## src/rtl/iob_cpu_bus_router_pkg.sv

```systemverilog
// iob_cpu_bus_router_pkg: request/response bus widths, field offsets and router FSM state encodings
package iob_cpu_bus_router_pkg;
  localparam logic [1:0] IDLE = 2'd0;
  localparam logic [1:0] WAIT = 2'd1;
  localparam logic [1:0] DONE = 2'd2;
  function automatic int req_w(input int aw, input int dw);
    return 1 + aw + dw + dw / 8;
  endfunction
  function automatic int resp_w(input int dw);
    return dw + 1;
  endfunction
  function automatic int req_wstrb_lo();
    return 0;
  endfunction
  function automatic int req_wdata_lo(input int dw);
    return dw / 8;
  endfunction
  function automatic int req_addr_lo(input int dw);
    return dw + dw / 8;
  endfunction
  function automatic int req_valid_bit(input int aw, input int dw);
    return aw + dw + dw / 8;
  endfunction
  function automatic int resp_ready_bit();
    return 0;
  endfunction
  function automatic int resp_rdata_lo();
    return 1;
  endfunction
endpackage

```

## src/rtl/iob_cpu_bus_router_demux.sv

```systemverilog
// iob_bus_demux: drives the latched request onto the selected s_req slice and muxes that slave's response back
module iob_bus_demux #(
  parameter int ADDR_W = 32,
  parameter int DATA_W = 32,
  parameter int N_SLAVES = 4,
  parameter int SEL_W = 2,
  parameter int REQ_W = 69,
  parameter int RESP_W = 33
) (
  input  logic                       active,
  input  logic [SEL_W-1:0]           sel,
  input  logic [ADDR_W-1:0]          addr,
  input  logic [DATA_W-1:0]          wdata,
  input  logic [DATA_W/8-1:0]        wstrb,
  output logic [N_SLAVES*REQ_W-1:0]  s_req,
  input  logic [N_SLAVES*RESP_W-1:0] s_resp,
  output logic [DATA_W-1:0]          rdata,
  output logic                       ready
);
  always_comb begin
    s_req = '0;
    rdata = '0;
    ready = 1'b0;
    for (int i = 0; i < N_SLAVES; i++) begin
      if (32'(sel) == i) begin
        s_req[i*REQ_W +: REQ_W] = active ? {1'b1, addr, wdata, wstrb} : '0;
        rdata = s_resp[i*RESP_W+1 +: DATA_W];
        ready = s_resp[i*RESP_W];
      end
    end
  end
endmodule

```

## src/rtl/iob_cpu_bus_router.sv

```systemverilog
// iob_cpu_bus_router: registered CPU-to-N-slave router with boot remap, per-request timeout and error response
module iob_cpu_bus_router
  import iob_cpu_bus_router_pkg::*;
#(
  parameter int ADDR_W = 32,
  parameter int DATA_W = 32,
  parameter int N_SLAVES = 4,
  parameter int SEL_W = 2,
  parameter int BOOT_SLAVE = 0,
  parameter int TIMEOUT_W = 8,
  parameter logic [DATA_W-1:0] ERR_DATA = 32'hDEAD_BEEF,
  localparam int REQ_W = req_w(ADDR_W, DATA_W),
  localparam int RESP_W = resp_w(DATA_W)
) (
  input  logic                       clk,
  input  logic                       rst,
  input  logic                       boot,
  input  logic                       cpu_valid,
  input  logic                       cpu_instr,
  input  logic [ADDR_W-1:0]          cpu_addr,
  input  logic [DATA_W-1:0]          cpu_wdata,
  input  logic [DATA_W/8-1:0]        cpu_wstrb,
  output logic [DATA_W-1:0]          cpu_rdata,
  output logic                       cpu_ready,
  output logic                       cpu_err,
  output logic                       err_sticky,
  output logic [N_SLAVES*REQ_W-1:0]  s_req,
  input  logic [N_SLAVES*RESP_W-1:0] s_resp
);
  localparam int NSEL = 2**SEL_W;
  localparam logic [NSEL-1:0] MAPPED = NSEL'((64'd1 << N_SLAVES) - 64'd1);
  logic [1:0] state_q, state_d;
  logic [ADDR_W-1:0] addr_q, addr_d;
  logic [DATA_W-1:0] wdata_q, wdata_d;
  logic [DATA_W/8-1:0] wstrb_q, wstrb_d;
  logic [SEL_W-1:0] sel_q, sel_d;
  logic unmap_q, unmap_d;
  logic [TIMEOUT_W-1:0] cnt_q, cnt_d;
  logic [DATA_W-1:0] rdata_q, rdata_d;
  logic ready_q, ready_d;
  logic err_q, err_d;
  logic sticky_q, sticky_d;
  logic [SEL_W-1:0] sel_in;
  logic timeout, fail, active, s_ready;
  logic [DATA_W-1:0] s_rdata;
  assign sel_in = boot && cpu_instr ? SEL_W'(BOOT_SLAVE) : cpu_addr[ADDR_W-1 -: SEL_W];
  assign timeout = &cnt_q;
  assign fail = unmap_q || timeout;
  assign active = state_q == WAIT && !fail;
  assign cpu_rdata = rdata_q;
  assign cpu_ready = ready_q;
  assign cpu_err = err_q;
  assign err_sticky = sticky_q;
  iob_bus_demux #(
    .ADDR_W(ADDR_W),
    .DATA_W(DATA_W),
    .N_SLAVES(N_SLAVES),
    .SEL_W(SEL_W),
    .REQ_W(REQ_W),
    .RESP_W(RESP_W)
  ) u_demux (
    .active(active),
    .sel(sel_q),
    .addr(addr_q),
    .wdata(wdata_q),
    .wstrb(wstrb_q),
    .s_req(s_req),
    .s_resp(s_resp),
    .rdata(s_rdata),
    .ready(s_ready)
  );
  always_comb begin
    state_d = state_q;
    addr_d = addr_q;
    wdata_d = wdata_q;
    wstrb_d = wstrb_q;
    sel_d = sel_q;
    unmap_d = unmap_q;
    cnt_d = '0;
    rdata_d = rdata_q;
    ready_d = 1'b0;
    err_d = 1'b0;
    sticky_d = sticky_q;
    if (state_q == IDLE && cpu_valid) begin
      state_d = WAIT;
      addr_d = cpu_addr;
      wdata_d = cpu_wdata;
      wstrb_d = cpu_wstrb;
      sel_d = sel_in;
      unmap_d = !MAPPED[sel_in];
    end
    if (state_q == WAIT) begin
      cnt_d = cnt_q + 1'b1;
      if (fail || s_ready) begin
        state_d = DONE;
        ready_d = 1'b1;
        err_d = fail;
        rdata_d = fail ? ERR_DATA : s_rdata;
        sticky_d = sticky_q || fail;
      end
    end
    if (state_q == DONE) state_d = IDLE;
  end
  always_ff @(posedge clk) begin
    if (rst) begin
      state_q <= IDLE;
      addr_q <= '0;
      wdata_q <= '0;
      wstrb_q <= '0;
      sel_q <= '0;
      unmap_q <= 1'b0;
      cnt_q <= '0;
      rdata_q <= '0;
      ready_q <= 1'b0;
      err_q <= 1'b0;
      sticky_q <= 1'b0;
    end else begin
      state_q <= state_d;
      addr_q <= addr_d;
      wdata_q <= wdata_d;
      wstrb_q <= wstrb_d;
      sel_q <= sel_d;
      unmap_q <= unmap_d;
      cnt_q <= cnt_d;
      rdata_q <= rdata_d;
      ready_q <= ready_d;
      err_q <= err_d;
      sticky_q <= sticky_d;
    end
  end
endmodule
```

## config.mk

```make
export PLATFORM = sky130hd
export DESIGN_NAME = iob_cpu_bus_router
export DESIGN_NICKNAME = d
export VERILOG_FILES = /design/src/rtl/iob_cpu_bus_router_pkg.sv /design/src/rtl/iob_cpu_bus_router_demux.sv /design/src/rtl/iob_cpu_bus_router.sv
export SDC_FILE = /design/constraint.sdc
export NUM_CORES = 1
export LEC_CHECK = 0
export BUFFER_PORTS_ARGS = -buffer_cell sky130_fd_sc_hd__buf_4
export CORE_AREA = 2 2 203 205
export CTS_BUF_LIST = sky130_fd_sc_hd__clkbuf_4 sky130_fd_sc_hd__clkbuf_8
export CTS_CLUSTER_SIZE = 24
export DETAILED_ROUTE_END_ITERATION = 10
export DIE_AREA = 0 0 205 207
export PLACE_DENSITY_LB_ADDON = 0.05
export SLEW_MARGIN = 20
export SYNTH_ARGS = -nofsm -noshare
export SYNTH_HDL_FRONTEND = slang
export SYNTH_SLANG_ARGS = --single-unit
```

## constraint.sdc

```tcl
create_clock -name clk -period 3.95 [get_ports clk]
set_clock_uncertainty 0.2 [all_clocks]
set_input_delay 0.79 -clock clk [delete_from_list [all_inputs] [get_ports clk]]
set_output_delay 0.79 -clock clk [all_outputs]
set_load 0.05 [all_outputs]
```

### Word level (Yosys, flattened, before mapping)

Cells that the tools add are included.

| word-level totals | value |
|---|---|
| word-level logic and storage cells | 56 |
| bits of input ports | 205 |
| flip-flop bits (word level) | 116 |
| output and inout port bits | 311 |

| operators by class | value |
|---|---|
| multiplexer cells | 21 |
| reductions and logical operators | 15 |
| add/sub/neg operators | 1 |
| magnitude comparators | 1 |
| equality and inequality tests | 5 |
| bitwise operators | 2 |

Operators with widths:

| kind | count |
|---|---|
| $mux W69 | 5 |
| $mux W32 | 5 |
| $add A8 B1 Y8 const B | 1 |
| $mux W2 | 4 |
| $reduce_and A8 Y1 | 1 |
| $eq A2 B2 Y1 const B | 3 |
| $mux W1 | 6 |
| $eq A2 B1 Y1 const B | 2 |
| $logic_not A2 Y1 | 2 |
| $reduce_or A2 Y1 | 2 |
| $logic_and A1 B1 Y1 | 3 |
| $logic_or A1 B1 Y1 | 3 |
| $lt A2 B3 Y1 const B | 1 |
| $reduce_or A3 Y1 | 1 |
| $bmux W1 S2 | 1 |
| $logic_not A1 Y1 | 2 |
| $not A1 Y1 | 2 |
| $reduce_and A2 Y1 | 1 |

### Logic depth before layout (Yosys ltp)

Gate-level depths: netlist of run 1.

| depth | value |
|---|---|
| word-level depth | 8 |
| mapped depth | 7 |
| depth with buffers taken out | 4 |

### By module

Synthesis of run 1 repeated with hierarchy kept, for this count alone.

| second synthesis, totals | value |
|---|---|
| cell total of the unflattened synthesis | 968 |
| area total of the unflattened synthesis | 8,879.8 sq um |

Modules (own cells, without submodules):

| module | sequential area each (sq um) | area each (sq um) | cells each | times used |
|---|---|---|---|---|
| iob_cpu_bus_router | 2,302.2 | 4,870.9 | 561 | 1 |
| iob_bus_demux | 0.0 | 4,008.8 | 407 | 1 |

### Worst setup path after synthesis of run 1

No wires, ideal clock.

| timing path | value |
|---|---|
| path kind | register -> output |
| start | reg cnt_q[0] |
| end | out s_req[128] |
| cell stages (with the launch flop) | 6 |
| path slack | 0.734 ns |
| path buffers | 1 |
| arrival | 2.226 ns |
| cells stage by stage | dfxtp_1 ha_1 and4_4 nor4b_4 clkbuf_1 and2_1 |

| on the way | value |
|---|---|
| cells in the longest elaborated chain, start to end | 6 |

Ends and longest elaborated chain:

| element | line | text |
|---|---|---|
| start, declared | iob_cpu_bus_router.sv:38 | `logic [TIMEOUT_W-1:0] cnt_q, cnt_d;` |
| start signal, assigned | iob_cpu_bus_router.sv:124 | `cnt_q <= cnt_d;` |
| $reduce_and A8 Y1 | iob_cpu_bus_router.sv:47 | `assign timeout = &cnt_q;` |
| $logic_or A1 B1 Y1 | iob_cpu_bus_router.sv:48 | `assign fail = unmap_q \|\| timeout;` |
| $logic_not A1 Y1 | iob_cpu_bus_router.sv:49 | `assign active = state_q == WAIT && !fail;` |
| $logic_and A1 B1 Y1 | iob_cpu_bus_router.sv:49 |  |
| $mux W69 | iob_cpu_bus_router_demux.sv:26 | `s_req[i*REQ_W +: REQ_W] = active ? {1'b1, addr, wdata, wstrb} : '0;` |
| $mux W69 | iob_cpu_bus_router_demux.sv:25 | `if (32'(sel) == i) begin` |
| end, declared | iob_cpu_bus_router.sv:27 | `output logic [N_SLAVES*REQ_W-1:0] s_req,` |

Every way passes these cells.

### Final worst setup path of run 1

| timing path | value |
|---|---|
| start | reg cnt_q[0] |
| end | out s_req[155] |

Same word-level chain as after synthesis.

==> summary.md, run 1 <==
| Metric | Value |
|---|---|
| Status | finished, final reports clean |
| Ys Warns | 0 |
| Main combinational cell family by area after synthesis | simple AND/OR/NAND/NOR gates |
| CTS tree | built |
| I/O Pins | 516 |
| CP max FO | 69 |
| Worst hold slack | 281.2 ps |
| Layout cell share with drive strength beyond 1 | 0.4537 |
| Max Slew Vio Count | 0 |
| Worst path required time | 2960 ps |
| Antenna cells | 0 |
| Power Density | 284.1 mW/mm² |
| Area delta synth->final | 69.52% |
| Placer Congestion | 0.7363 |
| LEAKAGE | 5.405 nW |
| Pre-antenna DRT Iters | 4 |
| Clk pin slew, worst setup/hold paths | 80 ps |
| Routed WL | 32750 µm |
| # setup viols final | 0 |
| Worst setup EP type | output pin |
| Core area | 0.04037 mm² |
| Worst-Skew Late Latency | 440 ps |
| Critical path class | flip-flop to output pin |
| Max Fclk | 288.2 MHz |
| Most frequent cells in the layout | buf_4, and2_1, nand2_1 |
| Remaining Overflow, GRT | 0 |
| Setup_tns | 0 ps |
| Buffers inserted by post-CTS timing repair | 0 |
| Simple-Gate Fraction of Synth Area | 0.3739 |
| Vias in the first global route | 7128 |
| Die Area | 0.04244 mm² |
| Detailed-route via count | 7310 |
| Die X | 205 µm |
| CTS Buf Count | 17 |
| Fill cell total of the finished layout | 4457 |
| Max cap viols | 0 |
| Most common cell after layout, fill and taps aside | buf_4 |
| Post-CTS sizing | 0 |
| Post-synthesis register bit count | 115 |
| Post-Synthesis Cells | 846 |
| First-pass GRT wire length | 47910 µm |
| HPWL after DPL | 24930 µm |
| Largest net degree at the start of global routing | 80 |
| Sequential share of the synthesized area | 0.3363 |
| Placed cell area | 0.01120 mm² |
| DR vias/cell | 3.928 |
| Row cnt | 74 |
| Synth Area in Compound Gates | 0.09960 |
| DRC | 0 |
| Initial antenna violation count | 0 |
| Power, Total | 0.003297 W |
| Port Buffers | 515 |
| Post-synth net total | 1052 |
| Post-Synth XOR/XNOR Area | 0.007675 |
| Gr usage total | 0.1509 |
| Mux share of post-synthesis cell area | 0.1086 |
| Final Critical Period | 3470 ps |
| CTS max path bufs | 2 |
| CTS Root Cell | clkbuf_8 |
| Core Util, Final | 0.2875 |
| ANT nets after route | 0 |
| Area of the mapped netlist | 0.006847 mm² |
| Post-CTS Hold Buffers | 0 |
| Worst min path class | flip-flop to flip-flop |
| CP Launch Type | flip-flop |
| Final nets | 1523 |
| Netlist cell types | 33 |
| Wirelength per Cell | 17.60 µm |
| Period Utilization, post-route | 0.8786 |
| CP arrival | 2480 ps |
| Initial Utilization | 0.1696 |
| Clk sinks | 115 |
| Final Cell Area | 0.01161 mm² |
| Final hold vios | 0 |
| Synthesized area per cell | 8.093 µm² |
| Drt first-iter violations | 364 |
| H-tree Lvls | 4 |
| Adder-cell share of the synthesized area | 0.001827 |
| Die height | 207 µm |
| Worst IR drop on VDD | 0.1812 mV |
| Slew @ Worst Pin | 837.3 ps |
| Rel. slew slack | 0.4418 |
| RSZ-0062 raised after global routing | false |
routing by layer:
layer	vias up	part of all wire	track usage
met5	-	0	0
li1	3686	-	-
met2	302	0.51	0.2738
met1	3313	0.40	0.1719
met3	9	0.083	0.04877
met4	0	0.0068	0.02878
power breakdown:
group	leakage (nW)	switching (W)	internal, W
Combinational	4.26	0.000448	0.000336
Sequential	0.941	0.0000862	0.00124
Clock	0.204	0.000527	0.000664
Total	5.41	0.00106	0.00224
path summary, 6_finish.rpt:
check	startpoint	end	slack, ps	depth (start not counted)
max	cnt_q[0]	s_req[155]	480	6
min	cpu_rdata[4]	cpu_rdata[4]	280	2
max reg2reg	sel_q[0]	cpu_rdata[0]	1690	5
min reg2reg	cpu_rdata[4]	cpu_rdata[4]	280	2
Yosys cell counts:
master	number	share of area
dfxtp_1	115	0.34
o32ai_2	2	0.0048
mux4_2	33	0.11
clkbuf_2	4	0.0029
nand4_1	2	0.0018
o21a_1	1	0.0011
clkbuf_1	50	0.027
nand2b_1	2	0.0018
a21oi_1	71	0.052
and4_1	1	0.0013
buf_2	10	0.0073
nand2_1	141	0.077
a41oi_1	1	0.0013
o32ai_1	29	0.037
ha_1	1	0.0018
inv_1	41	0.022
buf_6	6	0.0099
and4_4	2	0.0033
nor3b_1	1	0.0011
o21ai_2	1	0.0013
nor3_1	2	0.0015
xnor2_1	1	0.0013
buf_4	1	0.0011
xor2_1	5	0.0064
nor2b_1	1	0.00091
nor4_4	1	0.0031
and2_1	274	0.25
o21a_4	1	0.0022
nor2_1	35	0.019
and3_1	1	0.00091
nand3_1	6	0.0044
nor4b_4	2	0.0069
buf_1	2	0.0011
worst max-delay path, stage by stage, from the launching register on:
cell     delay, ps
dfxtp_1        400
ha_1           270
and4_4         560
nor4b_4        100
buf_12         190
and2_1         240
buf_4          190
kinds of logic after synthesis:
group / after synthesis
muxes: 33
AOI/OAI and AO/OA: 106
xor gates and xnor gates: 6
buffers and inverters: 114
DFF: 115
adders and majority gates: 1
and+or+nand+nor: 471
state kept, by name, indices dropped and copies added (netlist names):
name / count
sel_q: 2
state_q: 2
cpu_rdata: 32
wstrb_q: 4
err_sticky: 1
cnt_q: 8
addr_q: 32
cpu_err: 1
wdata_q: 32
cpu_ready: 1
cell type report:
type                    count  area (µm²)  area share
well taps                 532       665.6     0.05735
clock inverters            10       132.6     0.01143
flip-flops and latches    115        2305      0.1986
repair buffers            525        4016      0.3461
multi-input cells         617        4056      0.3495
clock buffers              21       276.5     0.02382
inverters                  41       153.9     0.01326
stage by stage:
step	std cells	setup slack, ps
2_1_floorplan	846	734.0
3_3_place_gp	1830	954.0
3_5_place_dp	1830	909.3
4_1_cts	1861	413.5
5_1_grt	1861	273.1
6_report	1861	479.6
Note: power is estimated with default switching activity, not from simulation.
==> run 2, diff against run 1 <==
--- a/config.mk
+++ b/config.mk
@@ -5,12 +5,13 @@
 export SDC_FILE = /design/constraint.sdc
 export NUM_CORES = 1
 export LEC_CHECK = 0
+export ABC_AREA = 1
 export BUFFER_PORTS_ARGS = -buffer_cell sky130_fd_sc_hd__buf_4
-export CORE_AREA = 2 2 203 205
+export CORE_AREA = 2 2 202 204
 export CTS_BUF_LIST = sky130_fd_sc_hd__clkbuf_4 sky130_fd_sc_hd__clkbuf_8
 export CTS_CLUSTER_SIZE = 24
 export DETAILED_ROUTE_END_ITERATION = 10
-export DIE_AREA = 0 0 205 207
+export DIE_AREA = 0 0 204 206
 export PLACE_DENSITY_LB_ADDON = 0.05
 export SLEW_MARGIN = 20
 export SYNTH_ARGS = -nofsm -noshare
==> run 2 against run 1 <==
Against the previous run: setup slack worse by 67 ps; global-route usage up 1.1 points; synthesized cell count up 24%; via count up 13%; clock power down 3%; die area down 0.97%; highest routed layer is now met5.
==> summary.md, run 2 <==
| Metric | Value |
|---|---|
| Core Util, Final | 0.2764 |
| Post-CTS sizing | 0 |
| Worst min path class | flip-flop to flip-flop |
| Critical path endpoint | s_req[72] |
| Met2 WL | 17810 µm |
| Count of buffer and inverter cells on the critical path | 2 |
| WP depth | 8 |
| Worst setup EP type | output pin |
| Pre-CTS setup slack | 801.0 ps |
| Max cap viols | 0 |
| Netlist cell types | 25 |
| Wirelength per Cell | 17.27 µm |
| Critical Path Max Stage Delay | 640 ps |
| Power, Total | 0.003441 W |
| Remaining Overflow, GRT | 0 |
| Drt first-iter violations | 410 |
| # setup viols final | 0 |
| HPWL after DPL | 27760 µm |
| Worst R2R Setup Slack | 1400 ps |
| NetSw | 0.001235 W |
| Max Slew Vio Count | 0 |
| Core area | 0.04018 mm² |
| Final hold vios | 0 |
| Area of the mapped netlist | 0.006384 mm² |
| LEAKAGE | 5.530 nW |
| Multi-input gate area | 0.003336 mm² |
| Top sig layer | met5 |
| Area delta synth->final | 74.01% |
| DR vias/cell | 3.993 |
| Vias in the first global route | 7845 |
| Reg2reg start | sel_q[0] |
| Worst path required time | 2960 ps |
| CP arrival | 2550 ps |
| Fin cells | 2071 |
| Largest net degree at the start of global routing | 81 |
| CTS max path bufs | 2 |
| Max Fclk | 282.7 MHz |
| Final WS setup | 412.4 ps |
| CTS Root Cell | clkbuf_8 |
| R2R cell count | 10 |
| Port Buffers | 515 |
| Setup_tns | 0 ps |
| Net switching fraction of the power | 0.3589 |
| Synth top area cells | dfxtp_1, nor2_1, nand2_1, a21oi_1, nand3_1 |
| Row cnt | 74 |
| Period Utilization, post-route | 0.8956 |
| Placer Congestion | 0.7794 |
| Post-synthesis register bit count | 115 |
| Critical path class | flip-flop to output pin |
| Routed WL | 35760 µm |
| Ys Warns | 0 |
| Die Area | 0.04202 mm² |
| Sequential share of power | 0.374 |
| Count leader, synth | nor2_1 |
| Initial Utilization | 0.1589 |
| CTS tree | built |
| Clk sinks | 115 |
| Die height | 206 µm |
| Biggest area consumer among synthesized cells | dfxtp_1 |
| Register area | 0.002302 mm² |
| Post-CTS Hold Buffers | 0 |
| Slowest CP cell | buf_4 |
| RSZ-0062 raised after global routing | false |
| Inst Count DP | 2039 |
| RR Endpoint | cpu_rdata[7] |
| Fill cell total of the finished layout | 4570 |
| Final Critical Period | 3538 ps |
| Post-synth net total | 1259 |
| Synthesized area per cell | 6.062 µm² |
| H-tree Lvls | 4 |
| Worst IR drop on VDD | 0.1823 mV |
| Post-synth EDFFs | 0 |
| Antenna cells | 0 |
| CP startpoint | cnt_q[0] |
| Commonest cells in the netlist | nor2_1, nand2_1, dfxtp_1, a21oi_1, inv_1 |
| Die X | 204 µm |
| Most common cell after layout, fill and taps aside | buf_4 |
| Layout cell share with drive strength beyond 1 | 0.3834 |
| Clk pin slew, worst setup/hold paths | 60 ps |
| Post-Synthesis Cells | 1053 |
| Critical path cell sequence | ha_1, nand2_1, nor2_4, a21oi_4, nand3_2, buf_4, nor2_1, buf_4 |
| DRC | 0 |
| First-pass GRT wire length | 50860 µm |
| Most frequent cells in the layout | buf_4, nor2_1, nand2_1 |
| Met1 WL | 14470 µm |
| Slew @ Worst Pin | 853.2 ps |
| Post-synth top flop | dfxtp_1 |
| Clock share of power | 0.333 |
| Crit path top cell by count | buf_4 |
| CTS Buf Count | 17 |
| Pre-antenna DRT Iters | 4 |
| Asr flop ratio synth | 0 |
| Internal power | 0.002206 W |
| Power Density | 309.8 mW/mm² |
| Status | finished, final reports clean |
| Buffers inserted by post-CTS timing repair | 0 |
| Initial antenna violation count | 1 |
| Final nets | 1732 |
| Gr usage total | 0.1624 |
| Worst-Skew Late Latency | 430 ps |
| I/O Pins | 516 |
| Rel. slew slack | 0.4312 |
| Detailed-route via count | 8270 |
| CP max FO | 69 |
| Crit path max-delay family | buffers and inverters |
| Sequential share of the synthesized area | 0.3606 |
| Logic pwr share | 0.294 |
| Top-area cell type share of the netlist area | 0.3606 |
| ANT nets after route | 0 |
| CP Launch Type | flip-flop |
| DR WL met3 | 3133 µm |
-- run 2: cells by family (layout without fill, tap and decap cells) --
kind of cell | Yosys count | after routing | share of synthesized area
simple gates | 564 | 564 | 0.3618
fa+ha+maj | 1 | 1 | 0.001960
flops | 115 | 115 | 0.3606
buf+inv | 178 | 664 | 0.1180
compound gates | 195 | 195 | 0.1576
-- run 2: per-stage QoR --
stage                     instance area, µm²  hold WS [ps]
after floorplan                         6384         217.9
after global placement                 10710         232.4
after detailed placement               10710         247.1
after CTS                              11110         260.3
after global routing                   11110         289.4
final                                  11110         254.9
-- run 2: power by group through the flow --
stage,clock [W],combinational (W),sequential (W)
after floorplan,0,0.000536,0.00138
after global routing,0.00125,0.00111,0.00130
after detailed placement,0,0.00103,0.00131
after global placement,0,0.00103,0.00131
after CTS,0.00120,0.00103,0.00129
final,0.00115,0.00101,0.00129
-- run 2: routing by layer --
| layer | vias to the layer above | track usage |
|---|---|---|
| li1 | 4240 | - |
| met1 | 3681 | 0.1865 |
| met2 | 332 | 0.2908 |
| met3 | 15 | 0.05550 |
| met4 | 2 | 0.03442 |
| met5 | - | 0 |
-- run 2: layout make-up --
| cell class | count | share of cell area |
|---|---|---|
| Timing Repair Buffer | 532 | 0.3629 |
| Tap cell | 532 | 0.05992 |
| Inverter | 100 | 0.03390 |
| Clock buffer | 22 | 0.02613 |
| Clock inverter | 10 | 0.009574 |
| Multi-Input combinational cell | 760 | 0.3003 |
| Sequential cell | 115 | 0.2073 |
-- run 2: how the worst min path moves through the flow --
stage	slack [ps]	depth (start not counted)	startpoint	endpoint
after floorplan	220	1	cnt_q[0]	cnt_q[0]
after global placement	230	1	cnt_q[0]	cnt_q[0]
after detailed placement	250	1	cnt_q[0]	cnt_q[0]
after CTS	260	1	cnt_q[0]	cnt_q[0]
after global routing	290	2	cpu_rdata[25]	cpu_rdata[25]
final	250	1	cnt_q[0]	cnt_q[0]
-- run 2: worst register-to-register path, stage by stage, from the launching register on --
cell and delay, ps:
dfxtp_1 350, buf_4 260, nor2_4 150, buf_4 360, nand2_1 160, nand3_2 110
nor2_2 70, nor2_4 380, buf_4 280, nand2_1 120, nand2_1 80
